===== src/rtl/video_sprite_motion_ctrl.sv =====
// Sprite motion controller: Avalon-MM write initiator that initialises the
// sprite core and moves the sprite once per frame_tick by a signed velocity.
// Build option: define SPRITE_BOUNCE_EN for edge bounce instead of wrap-around.
module video_sprite_motion_ctrl #(
    parameter int AW           = 13,
    parameter int H_DISPLAY    = 640,
    parameter int V_DISPLAY    = 480,
    parameter int SPRITE_HSIZE = 32,
    parameter int SPRITE_VSIZE = 32,
    parameter int X_INIT       = 0,
    parameter int Y_INIT       = 0,
    parameter int VX_INIT      = 1,
    parameter int VY_INIT      = 1,
    parameter int VEL_W        = 8,
    parameter int SPRITE_RATE  = 25000000
) (
    input  logic             clk,
    input  logic             rst,
    input  logic             enable,
    input  logic             frame_tick,
    input  logic             vel_wr,
    input  logic [VEL_W-1:0] vel_vx,
    input  logic [VEL_W-1:0] vel_vy,
    output logic             avm_write,
    output logic [AW-1:0]    avm_address,
    output logic [31:0]      avm_writedata,
    input  logic             avm_waitrequest,
    output logic             busy,
    output logic [7:0]       missed_frames
);

    localparam logic signed [16:0] XMAX = 17'(H_DISPLAY - SPRITE_HSIZE);
    localparam logic signed [16:0] YMAX = 17'(V_DISPLAY - SPRITE_VSIZE);

    localparam logic [AW-1:0] ADDR_CTRL = AW'(0);
    localparam logic [AW-1:0] ADDR_X    = AW'(4);
    localparam logic [AW-1:0] ADDR_Y    = AW'(8);
    localparam logic [AW-1:0] ADDR_RATE = AW'(12);

    typedef enum logic [2:0] {
        INIT_CTRL,
        INIT_RATE,
        INIT_X,
        INIT_Y,
        IDLE,
        CALC,
        WR_X,
        WR_Y
    } state_t;

    state_t state;
    state_t state_next;

    logic [15:0]       x;
    logic [15:0]       y;
    logic [VEL_W-1:0]  vx;
    logic [VEL_W-1:0]  vy;

    logic [16+VEL_W-1:0] sx;
    logic [16+VEL_W-1:0] sy;
    logic [15:0]         nx;
    logic [15:0]         ny;
    logic [VEL_W-1:0]    nvx;
    logic [VEL_W-1:0]    nvy;

    logic              done;
    logic              write_d;
    logic [AW-1:0]     addr_d;
    logic [31:0]       data_d;

    // One axis step: returns {new position, new velocity}.
    function automatic logic [16+VEL_W-1:0] step_axis(
        input logic [15:0]        p,
        input logic [VEL_W-1:0]   v,
        input logic signed [16:0] lim
    );
        logic signed [16:0] n;
        logic [15:0]        np;
        logic [VEL_W-1:0]   nv;
        n = $signed({1'b0, p}) + $signed({{(17-VEL_W){v[VEL_W-1]}}, v});
`ifdef SPRITE_BOUNCE_EN
        np = n[15:0];
        nv = v;
        if (n > lim) begin
            np = lim[15:0];
            nv = -v;
        end else if (n < 17'sd0) begin
            np = '0;
            nv = -v;
        end
`else
        if (n > lim) begin
            n = n - lim - 17'sd1;
        end else if (n < 17'sd0) begin
            n = n + lim + 17'sd1;
        end
        np = n[15:0];
        nv = v;
`endif
        return {np, nv};
    endfunction

    assign sx  = step_axis(x, vx, XMAX);
    assign sy  = step_axis(y, vy, YMAX);
    assign nx  = sx[16+VEL_W-1:VEL_W];
    assign nvx = sx[VEL_W-1:0];
    assign ny  = sy[16+VEL_W-1:VEL_W];
    assign nvy = sy[VEL_W-1:0];

    assign done = avm_write & ~avm_waitrequest;
    assign busy = (state != IDLE);

    // State register plus registered Avalon request for the upcoming state.
    always_ff @(posedge clk) begin
        if (rst) begin
            state         <= INIT_CTRL;
            avm_write     <= 1'b0;
            avm_address   <= '0;
            avm_writedata <= '0;
        end else begin
            state         <= state_next;
            avm_write     <= write_d;
            avm_address   <= addr_d;
            avm_writedata <= data_d;
        end
    end

    // Next state, and the write the next state will present.
    always_comb begin
        state_next = state;
        write_d    = 1'b0;
        addr_d     = '0;
        data_d     = '0;
        unique case (state)
            INIT_CTRL: if (done) state_next = INIT_RATE;
            INIT_RATE: if (done) state_next = INIT_X;
            INIT_X:    if (done) state_next = INIT_Y;
            INIT_Y:    if (done) state_next = IDLE;
            IDLE:      if (frame_tick && enable) state_next = CALC;
            CALC:      state_next = WR_X;
            WR_X:      if (done) state_next = WR_Y;
            WR_Y:      if (done) state_next = IDLE;
        endcase
        unique case (state_next)
            INIT_CTRL: begin
                write_d = 1'b1;
                addr_d  = ADDR_CTRL;
            end
            INIT_RATE: begin
                write_d = 1'b1;
                addr_d  = ADDR_RATE;
                data_d  = 32'(SPRITE_RATE);
            end
            INIT_X: begin
                write_d = 1'b1;
                addr_d  = ADDR_X;
                data_d  = {16'b0, x};
            end
            INIT_Y: begin
                write_d = 1'b1;
                addr_d  = ADDR_Y;
                data_d  = {16'b0, y};
            end
            IDLE, CALC: begin
                write_d = 1'b0;
            end
            // Entering from CALC the position register is updated on the
            // same edge, so take the freshly computed value.
            WR_X: begin
                write_d = 1'b1;
                addr_d  = ADDR_X;
                data_d  = {16'b0, (state == CALC) ? nx : x};
            end
            WR_Y: begin
                write_d = 1'b1;
                addr_d  = ADDR_Y;
                data_d  = {16'b0, (state == CALC) ? ny : y};
            end
        endcase
    end

    // Position/velocity update and dropped-tick counter.
    always_ff @(posedge clk) begin
        if (rst) begin
            x             <= 16'(X_INIT);
            y             <= 16'(Y_INIT);
            vx            <= VEL_W'(VX_INIT);
            vy            <= VEL_W'(VY_INIT);
            missed_frames <= '0;
        end else begin
            if (state == CALC) begin
                x  <= nx;
                y  <= ny;
                vx <= nvx;
                vy <= nvy;
            end
            // A host velocity write overrides the CALC result.
            if (vel_wr) begin
                vx <= vel_vx;
                vy <= vel_vy;
            end
            if (frame_tick && state != IDLE && missed_frames != 8'hFF) begin
                missed_frames <= missed_frames + 8'd1;
            end
        end
    end

endmodule

===== config.mk =====
export PLATFORM = sky130hd
export DESIGN_NAME = video_sprite_motion_ctrl
export DESIGN_NICKNAME = d
export VERILOG_FILES = /design/src/rtl/video_sprite_motion_ctrl.sv
export SDC_FILE = /design/constraint.sdc
export NUM_CORES = 1
export LEC_CHECK = 0
export CORE_UTILIZATION = 59
export DETAILED_ROUTE_END_ITERATION = 8
export DONT_BUFFER_PORTS = 1
export HOLD_SLACK_MARGIN = 0.12
export MAX_ROUTING_LAYER = met4
export PLACE_DENSITY = 0.85
export SYNTH_ARGS = -nofsm -noshare
export SYNTH_HDL_FRONTEND = slang
export SYNTH_SLANG_ARGS = --single-unit

===== constraint.sdc =====
create_clock -name clk -period 3.7 [get_ports clk]
set_clock_uncertainty 0.1 [all_clocks]
set_input_delay 0.37 -clock clk [delete_from_list [all_inputs] [get_ports clk]]
set_output_delay 0.37 -clock clk [all_outputs]
set_load 0.01 [all_outputs]

# After elaboration in Yosys (flattened, before gate mapping)
# Cells that the tools add are included.
dict set report op_classes {
  add_sub_neg 11
  n_lt_le_gt_ge 4
  n_eq_ne 16
  muxes 16
  n_bitwise 2
  reduce_logical 10
}
# operator n
set op_table {}
lappend op_table {{one-hot mux 25 bit (5 select lines)} 1}
lappend op_table {{2-to-1 mux 16 bit} 6}
lappend op_table {{adder 17 x 8 -> 17 bit} 2}
lappend op_table {{< comparator 17 x 1 -> 1 bit (second input constant)} 2}
lappend op_table {{adder 16 x 2 -> 16 bit (second input constant)} 2}
lappend op_table {{subtractor 16 x 2 -> 16 bit (second input constant)} 2}
lappend op_table {{equality test 3 bit (second input constant)} 8}
lappend op_table {{one-hot mux 3 bit (7 select lines)} 1}
lappend op_table {{2-to-1 mux 3 bit} 6}
lappend op_table {{greater-than comparator 17 x 10 -> 1 bit (second input constant)} 1}
lappend op_table {{greater-than comparator 17 x 11 -> 1 bit (second input constant)} 1}
lappend op_table {{adder 16 x 10 -> 16 bit (second input constant)} 1}
lappend op_table {{adder 16 x 11 -> 16 bit (second input constant)} 1}
lappend op_table {{subtractor 16 x 10 -> 16 bit (second input constant)} 1}
lappend op_table {{subtractor 16 x 11 -> 16 bit (second input constant)} 1}
lappend op_table {{equality test 3 x 2 -> 1 bit (second input constant)} 4}
lappend op_table {{one-hot mux 4 bit (3 select lines)} 1}
lappend op_table {{adder 8 x 1 -> 8 bit (second input constant)} 1}
lappend op_table {{!= test 8 bit (second input constant)} 1}
lappend op_table {{OR reduction 2 bit} 4}
lappend op_table {{equality test 3 x 1 -> 1 bit (second input constant)} 2}
lappend op_table {{logical NOT 3 bit} 2}
lappend op_table {{OR reduction 6 bit} 1}
lappend op_table {{logical AND 1 bit} 3}
lappend op_table {{4 further kinds} 4}
dict set report totals {
  reg_bits 105
  inputBits 22
  word_cells 68
}

# Depth between registers and ports, before layout
# Gate-level depths: netlist of the first run.
dict set report logic_depth {
  word_depth 7
  ltp_mapped 13
  depth_no_buf 12
}

# Worst setup path after synthesis of the first run
# No wires, ideal clock.
dict set report synth_path {
  path_type {reg-to-reg}
  startpoint {register x[0]}
  endpoint {register avm_writedata[3]}
  arrival_time_ps 3318
  t_required_ps 3441
  slack_ps 123
  path_stages_with_launch 13
  synth_period_minus_slack_ps 3577
  path_cell_list {dfxtp_1 -> ha_1 -> fa_1 -> a21o_1 -> a221oi_4 -> o21ai_4 -> a2111oi_4 -> nor3_2 -> nor4b_4 -> and2_4 -> nor3_1 -> a2111oi_2 -> o22ai_1}
}
dict set report synth_via {
  elab_chain_len 7
  word_cells_on_any_way 11
  classes_between {5 x add/sub; 2 x order compare; 4 x mux}
}
# element line
set synth_rtl {}
lappend synth_rtl {{start: declaration} 54} ;# logic [15:0] x;
lappend synth_rtl {{start signal: assignment} 185} ;# x <= 16'(X_INIT);
lappend synth_rtl {{start signal: assignment} 192} ;# x <= nx;
lappend synth_rtl {{adder 17 x 8 -> 17 bit *} 80} ;# n = $signed({1'b0, p}) + $signed({{(17-VEL_W){v[VEL_W-1]}}, v});
lappend synth_rtl {{adder 16 x 11 -> 16 bit} 95} ;# n = n + lim + 17'sd1;
lappend synth_rtl {{adder 16 x 2 -> 16 bit} 95}
lappend synth_rtl {{2-to-1 mux 16 bit} 94} ;# end else if (n < 17'sd0) begin
lappend synth_rtl {{2-to-1 mux 16 bit *} 92} ;# if (n > lim) begin
lappend synth_rtl {{2-to-1 mux 16 bit *} -}
lappend synth_rtl {{one-hot mux 25 bit (5 select lines) *} 144} ;# unique case (state_next)
lappend synth_rtl {{end signal: assignment} 124} ;# avm_writedata <= data_d;
lappend synth_rtl {{end: declaration} 26} ;# output logic [31:0] avm_writedata,
# Mark *: on every way between the ends. The rest lies on a longest branch, timed or not.
# A chain may end at the register's enable or synchronous reset.

# Final worst setup path of the first run
dict set report layout_path {
  startpoint {register x[4]}
  endpoint {register x[8]}
}
dict set report layout_via {
  elab_chain_len 6
  word_cells_on_any_way 10
  classes_between {5 x add/sub; 2 x order compare; 3 x mux}
}
# element line
set layout_rtl {}
lappend layout_rtl {{adder 17 x 8 -> 17 bit *} 80}
lappend layout_rtl {{adder 16 x 11 -> 16 bit} 95}
lappend layout_rtl {{adder 16 x 2 -> 16 bit} 95}
lappend layout_rtl {{2-to-1 mux 16 bit} 94}
lappend layout_rtl {{2-to-1 mux 16 bit *} 92}
lappend layout_rtl {{2-to-1 mux 16 bit *} -}
# Marks and branches as above.

==> out/results.tsv, run 1 <==
stage	metric	value	unit
finish	Final Cell Area	8270	um^2
outcome	failing checks	DRC	
floorplan	I/O pin count	77	
clocking	deepest clock path buffer count	2	
power	Peak VDD IR	0.000248	V
yosys	warnings from Yosys	0	
placement	Post-DP Area	7420	um^2
yosys	Mapped Cells	932	
sta	Fin. Hold Viols	0	
detailed_routing	DRC Markers	1	
detailed_routing	Vias	7490	
sta	Worst-Margin Slew	755	ps
sta	final setup fails	0	
placement	I/O Buffers	0	
floorplan	# rows	39	
clocking	CTS tree	yes	
yosys	most common library cells after synthesis	85 x nand2_1, 79 x dfxtp_1, 79 x nor2_1	
yosys	most frequent cell after synthesis	nand2_1	
yosys	post-synth top area share	0.224	
sta	Final Cycle Share	0.971	
detailed_routing	Via density	6.61	
finish	Multi-input gate area	5260	um^2
grt	largest net degree at the start of global routing	36	
clocking	clock root cell	clkbuf_16	
yosys	Yosys reg bits	79	
grt	first-pass GRT wire length	33100	um
detailed_routing	post-route ant nets	0	
detailed_routing	Detailed Route WL	21300	um
floorplan	Die Y	111	um
outcome	status	finished, violations left	
worst_setup_path	worst path arrival time	3710	ps
yosys	Post-synth ARST share	0	
grt	number of global-route vias before repair	6845	
grt	GR Util All Layers	0.338	
finish	area grow syn2layout	17.0	%
placement	gp weighted congestion	0.980	
finish	layout cells sized above 1	0.146	
grt	total gr overflow	0	
clocking	H-tree levels	3	
floorplan	Initial Util	0.611	
worst_setup_path	CP required	3820	ps
power	Leak	3.36	nW
yosys	area leader, netlist	dfxtp_1	
placement	pre-CTS setup slack	-10.6	ps
worst_setup_path	Worst Setup End Kind	flip-flop	
yosys	post-synth cell types	85	
clocking	cts bufs inserted	9	
detailed_routing	Initial DRT Pass Iterations	8	
sta	fin crit period	3590	ps
clocking	clock sinks	79	
finish	post-route core utilization	0.715	
finish	ant diodes	0	
detailed_routing	Initial DRC Count	599	
power	pwr/cell area	284	nW/um^2
yosys	Seq/Total Area, Yosys	0.224	
finish	fin cells	1133	
sta	Peak Freq	278	MHz
yosys	synthesized area	7070	um^2
yosys	Primary FF master, synth	dfxtp_1	
worst_setup_path	worst-path fanout max	7	
finish	fin nets	1049	
placement	placed cells	1083	
grt	initial antenna violation count	0	
floorplan	die area	12400	um^2
worst_hold_path	hold crit path type	in -> reg	
sta	Final Max Slew Viols	0	
clocking	Worst-Skew Late Latency	350	ps
yosys	Mean Syn Cell Area	7.59	um^2
floorplan	Die X	111	um
finish	Reg area	1580	um^2
detailed_routing	WL/cell	18.8	um
sta	PnR worst setup slack	108	ps
sta	Slew headroom	0.495	
placement	HPWL after DPL	14500	um
floorplan	core footprint	11600	um^2
run	max_cap viols	0	
finish	# fillers	874	
worst_setup_path	Setup CP Type	reg -> reg	
clocking	Reg clk slew, reported paths	60	ps
yosys	largest cells by area after synthesis	dfxtp_1 22%, ha_1 6.9%, a21oi_1 4.9%	
yosys	Post-synth EDFFs	0	
worst_setup_path	critical path startpoint category	flip-flop	
## metrics by stage
stage	hold WS (ps)	power (mW)	TNS (ps)
5_1_grt	143	2.42	-508
2_1_floorplan	346	1.27	0
3_5_place_dp	345	1.36	-10.6
3_3_place_gp	343	1.35	0
6_report	121	2.35	0
4_1_cts	124	2.29	0
## layout make-up
| cell class | count | share of cell area |
|---|---|---|
| Inverter | 18 | 0.00817 |
| Sequential cell | 79 | 0.191 |
| Clock buffer | 12 | 0.0310 |
| Multi-Input combinational cell | 773 | 0.636 |
| Tap cell | 143 | 0.0216 |
| Timing Repair Buffer | 105 | 0.106 |
| Clock inverter | 3 | 0.00514 |
## metal layers
metal  GRT usage  routed length [um]  up-vias
met2       0.580               10400      379
met5           -                   0        -
met4       0.124                 631        0
met3      0.0533                1650       55
met1       0.399                8610     3510
li1            -                   -     3546
## layout by cell type (no fill, tap or decap), types with 7 or more instances in the layout
cell / instances
mux2i_1: 23
conb_1: 20
nand2b_1: 7
xnor2_1: 24
o21a_1: 12
nor3_1: 29
o22ai_1: 8
o21ai_1: 7
a211oi_2: 8
clkbuf_16: 9
or3_1: 9
and3_1: 15
a211oi_1: 19
a21o_1: 23
nor2_1: 79
nor2b_1: 9
nand4_1: 16
nand2_1: 84
dfxtp_1: 78
inv_1: 18
nand3_1: 41
a31oi_1: 12
o21ai_0: 50
or2_2: 7
a21oi_1: 68
and2_1: 14
buf_4: 73
xor2_1: 17
a22oi_1: 7
dlygate4sd3_1: 30
ha_1: 34
## final timing paths
path                        start             endpoint  slack, ps  depth (start not counted)
setup / recovery  x[4]$_SDFF_PP0_      x[8]$_SDFF_PP0_        110                         12
hold / removal          vel_vx[1]  nvx[1]$_SDFFE_PP0P_        120                          2
setup reg to reg  x[4]$_SDFF_PP0_      x[8]$_SDFF_PP0_        110                         12
hold reg to reg   y[2]$_SDFF_PP0_      y[2]$_SDFF_PP0_        420                          2
## sequential cells by signal, indices dropped and copies added (netlist names)
signal and count:
missed_frames 8, y 16, nvx 8, state 3, avm_address 2, avm_writedata 17, x 16, nvy 8
avm_write 1
## worst max-delay path, cell delays in order, from the launching register on
cell and delay [ps]:
dfxtp_1 430, ha_2 350, a21oi_1 200, and2_1 210, a21oi_1 170, or2_2 350, o311a_1 420, nor3_4 390
buf_4 200, nand2_2 80, a41oi_2 240, xnor2_1 170, o21ai_0 130
## timing repair
item / 4_1_cts / 5_1_grt
hold buffers: 31 / 0
endpoints found under the setup margin: 3 / 43
resized for setup: 1 / 42
pin swaps: 2 / 10
buffers inserted: 1 / 3
endpoints found under the hold margin: 37 / 0
## power by group
part           switching, mW  leakage (nW)  internal (mW)  total, mW
logic                  0.303          2.57          0.227      0.530
clock network          0.367         0.145          0.555      0.922
registers             0.0239         0.642          0.871      0.894
## logic make-up after synthesis
group,count (synthesis),synth area share
xor+xnor,43,0.0533
mux,24,0.0342
flops,79,0.224
simple gates,347,0.249
compound gates,298,0.295
fa+ha+maj,41,0.0747
other cells,1,0.000530
buf+inv,99,0.0695
Note: power is estimated with default switching activity, not from simulation.
==> run 2: changes to the inputs <==
- CAP_MARGIN: unset -> 20
- CORE_UTILIZATION: 59 -> 58
- PLACE_DENSITY: 0.85 -> 0.83
- SETUP_SLACK_MARGIN: unset -> 0.15
==> out/results.tsv, run 2 (same netlist as run 1, synthesis figures left out) <==
stage	metric	value	unit	change
detailed_routing	Vias	7416		-0.99%
finish	Multi-input gate area	5430	um^2	+3.1%
outcome	status	complete, no violations		
detailed_routing	Initial DRT Pass Iterations	5		-3
power	Tot Pwr	2.40	mW	+2.5%
worst_setup_path	slowest stage delay, CP	390	ps	-40 ps
finish	ant diodes	0		unchanged
power	combinational power share	0.233		+0.007
power	Leak	3.46	nW	+3.0%
clocking	Worst-Skew Late Latency	350	ps	about the same
detailed_routing	Via density	6.47		-2.2%
floorplan	# rows	39		unchanged
run	max_cap viols	0		unchanged
worst_hold_path	HP Start	rst		
worst_setup_path	reg2reg start	nvy[0]$_SDFFE_PP1P_		
sta	Fin. Hold Viols	0		unchanged
finish	max FFs per register	17		unchanged
clocking	deepest clock path buffer count	2		unchanged
power	Peak VDD IR	0.000323	V	+30%
sta	Worst-Margin Slew	935	ps	+179 ps
detailed_routing	Initial DRC Count	821		+37%
floorplan	Die X	112	um	+0.84%
detailed_routing	WL/cell	18.9	um	+0.83%
grt	initial antenna violation count	0		unchanged
sta	WHS	176	ps	+55.8 ps
placement	HPWL after DPL	14400	um	-0.99%
worst_setup_path	worst-path fanout max	4		-3
placement	pre-CTS setup slack	38.4	ps	+49.0 ps
clocking	H-tree levels	3		unchanged
sta	final setup fails	0		unchanged
grt	GR Util All Layers	0.329		-0.00950
worst_setup_path	critical path startpoint category	flip-flop		
finish	fin cells	1147		+1.2%
power	clock power share	0.393		about the same
worst_setup_path	CP required	3870	ps	+50 ps
sta	PnR worst setup slack	198	ps	+90.1 ps
placement	gp weighted congestion	0.966		-1.4%
sta	Final Cycle Share	0.946		-0.0244
sta	Setup TNS Final	0	ps	unchanged
power	Switching Share	0.301		+0.00527
sta	Peak Freq	286	MHz	+2.6%
floorplan	core footprint	11700	um^2	+0.84%
power	P_sw	0.723	mW	+4.3%
clocking	clock sinks	79		unchanged
floorplan	I/O pin count	77		unchanged
worst_setup_path	most frequent CP cell	buf_4		
clocking	cts bufs inserted	9		unchanged
finish	Reg area	1590	um^2	+0.55%
sta	RSZ-0062 raised after global routing	yes		
finish	commonest cells after routing, fill and taps aside	81 x nand2_1, 81 x buf_4, 79 x nor2_1, 71 x dfxtp_1, 66 x a21oi_1		
finish	layout cells sized above 1	0.185		+0.0388
floorplan	Die Y	112	um	+0.84%
finish	post-route core utilization	0.735		+0.0202
power	sequential share of power	0.373		-0.008
detailed_routing	DRC Markers	0		-1
worst_setup_path	crit path cell chain	ha_4 -> fa_2 -> a21o_1 -> and4_1 -> or3_4 -> a221oi_4 -> a2111oi_2 -> buf_4 -> nor4_4 -> buf_4 -> buf_6 -> a21oi_4 -> xnor2_1 -> nand2_1 -> a21oi_1		
sta	fin crit period	3500	ps	-90.1 ps
sta	Final Max Slew Viols	0		unchanged
worst_setup_path	CP max stage cell	or3_4		
clocking	clock root cell	clkbuf_16		
grt	total gr overflow	0		unchanged
worst_hold_path	hold crit path type	in -> reg		
finish	# fillers	801		-8.4%
finish	area grow syn2layout	21.3	%	
worst_setup_path	CP startpoint	nvy[0]$_SDFFE_PP1P_		
sta	Slew headroom	0.376		-0.119
power	pwr/cell area	280	nW/um^2	-1.2%
floorplan	Initial Util	0.606		-0.00512
finish	register with the highest flop count	avm_writedata		
placement	Post-DP Area	7430	um^2	+0.10%
finish	biggest regs	avm_writedata x17, x x16, y x16		
grt	first-pass GRT wire length	32600	um	-1.7%
finish	Final Cell Area	8570	um^2	+3.7%
power	Cell Int Power	1.68	mW	+1.7%
clocking	CTS tree	yes		
grt	largest net degree at the start of global routing	36		unchanged
placement	I/O Buffers	0		unchanged
detailed_routing	Detailed Route WL	21700	um	+2.1%
finish	fin nets	1062		+1.2%
detailed_routing	post-route ant nets	0		unchanged
floorplan	die area	12600	um^2	+1.7%
worst_setup_path	Setup CP Type	reg -> reg		
worst_setup_path	worst path arrival time	3670	ps	-40 ps
clocking	Reg clk slew, reported paths	60	ps	about the same
placement	placed cells	1084		+0.092%
worst_setup_path	Worst Setup End Kind	flip-flop		
grt	number of global-route vias before repair	6762		-1.2%
-- run 2: cell count changes in the layout (fill, tap and decap cells not counted), sizes merged --
cell         change
buf             +11
clkbuf           -1
dlygate4sd3      +2
inv              +2
-- run 2: layout make-up --
class | count | share of cell area
multi-input combinational | 773 | 0.633
sequential | 79 | 0.186
timing repair buffer | 118 | 0.116
clock buffer | 11 | 0.0295
tap | 143 | 0.0209
inverter | 18 | 0.00788
clock inverter | 5 | 0.00744
-- run 2: repair_timing --
| item | in CTS | in global routing |
|---|---|---|
| hold buffers | 33 | 0 |
| gates resized for setup | 11 | 75 |
| pin swaps | 6 | 35 |
| buffers inserted | 3 | 11 |
| setup endpoints to repair | 29 | 46 |
| endpoints found under the hold margin | 37 | 0 |
-- run 2: power groups by stage --
stage	sequential [mW]	combinational [mW]	clock, mW
finish	0.897	0.561	0.946
CTS	0.894	0.502	0.940
detailed placement	0.913	0.445	0
global placement	0.912	0.443	0
global route	0.899	0.606	0.993
floorplan	0.906	0.359	0
-- run 2: worst max-delay path: cells and delay by family, from the launching register on --
family                   cells  cell delay [ps]
flip-flops                   1              340
buffers and inverters        3              480
AO/OA/AOI/OAI                5              770
AND/OR/NAND/NOR              4             1000
XOR/XNOR                     1              190
adder cells (fa/ha/maj)      2              550
-- run 2: routing by layer --
| metal | wire length, um | share of wire | vias up | global-route usage |
|---|---|---|---|---|
| met5 | 0 | 0 | - | - |
| met4 | 584 | 0.027 | 0 | 0.109 |
| met1 | 9030 | 0.42 | 3465 | 0.400 |
| met3 | 1390 | 0.064 | 60 | 0.0464 |
| met2 | 10700 | 0.49 | 317 | 0.559 |
| li1 | - | - | 3574 | - |
-- run 2: path summary, 6_finish.rpt --
kind | endpoint | slack [ps] | depth (start not counted)
min | avm_writedata[22]$_SDFF_PP0_ | 180 | 2
min reg2reg | y[10]$_SDFF_PP0_ | 430 | 2
max reg2reg | y[2]$_SDFF_PP0_ | 200 | 15
max | y[2]$_SDFF_PP0_ | 200 | 15
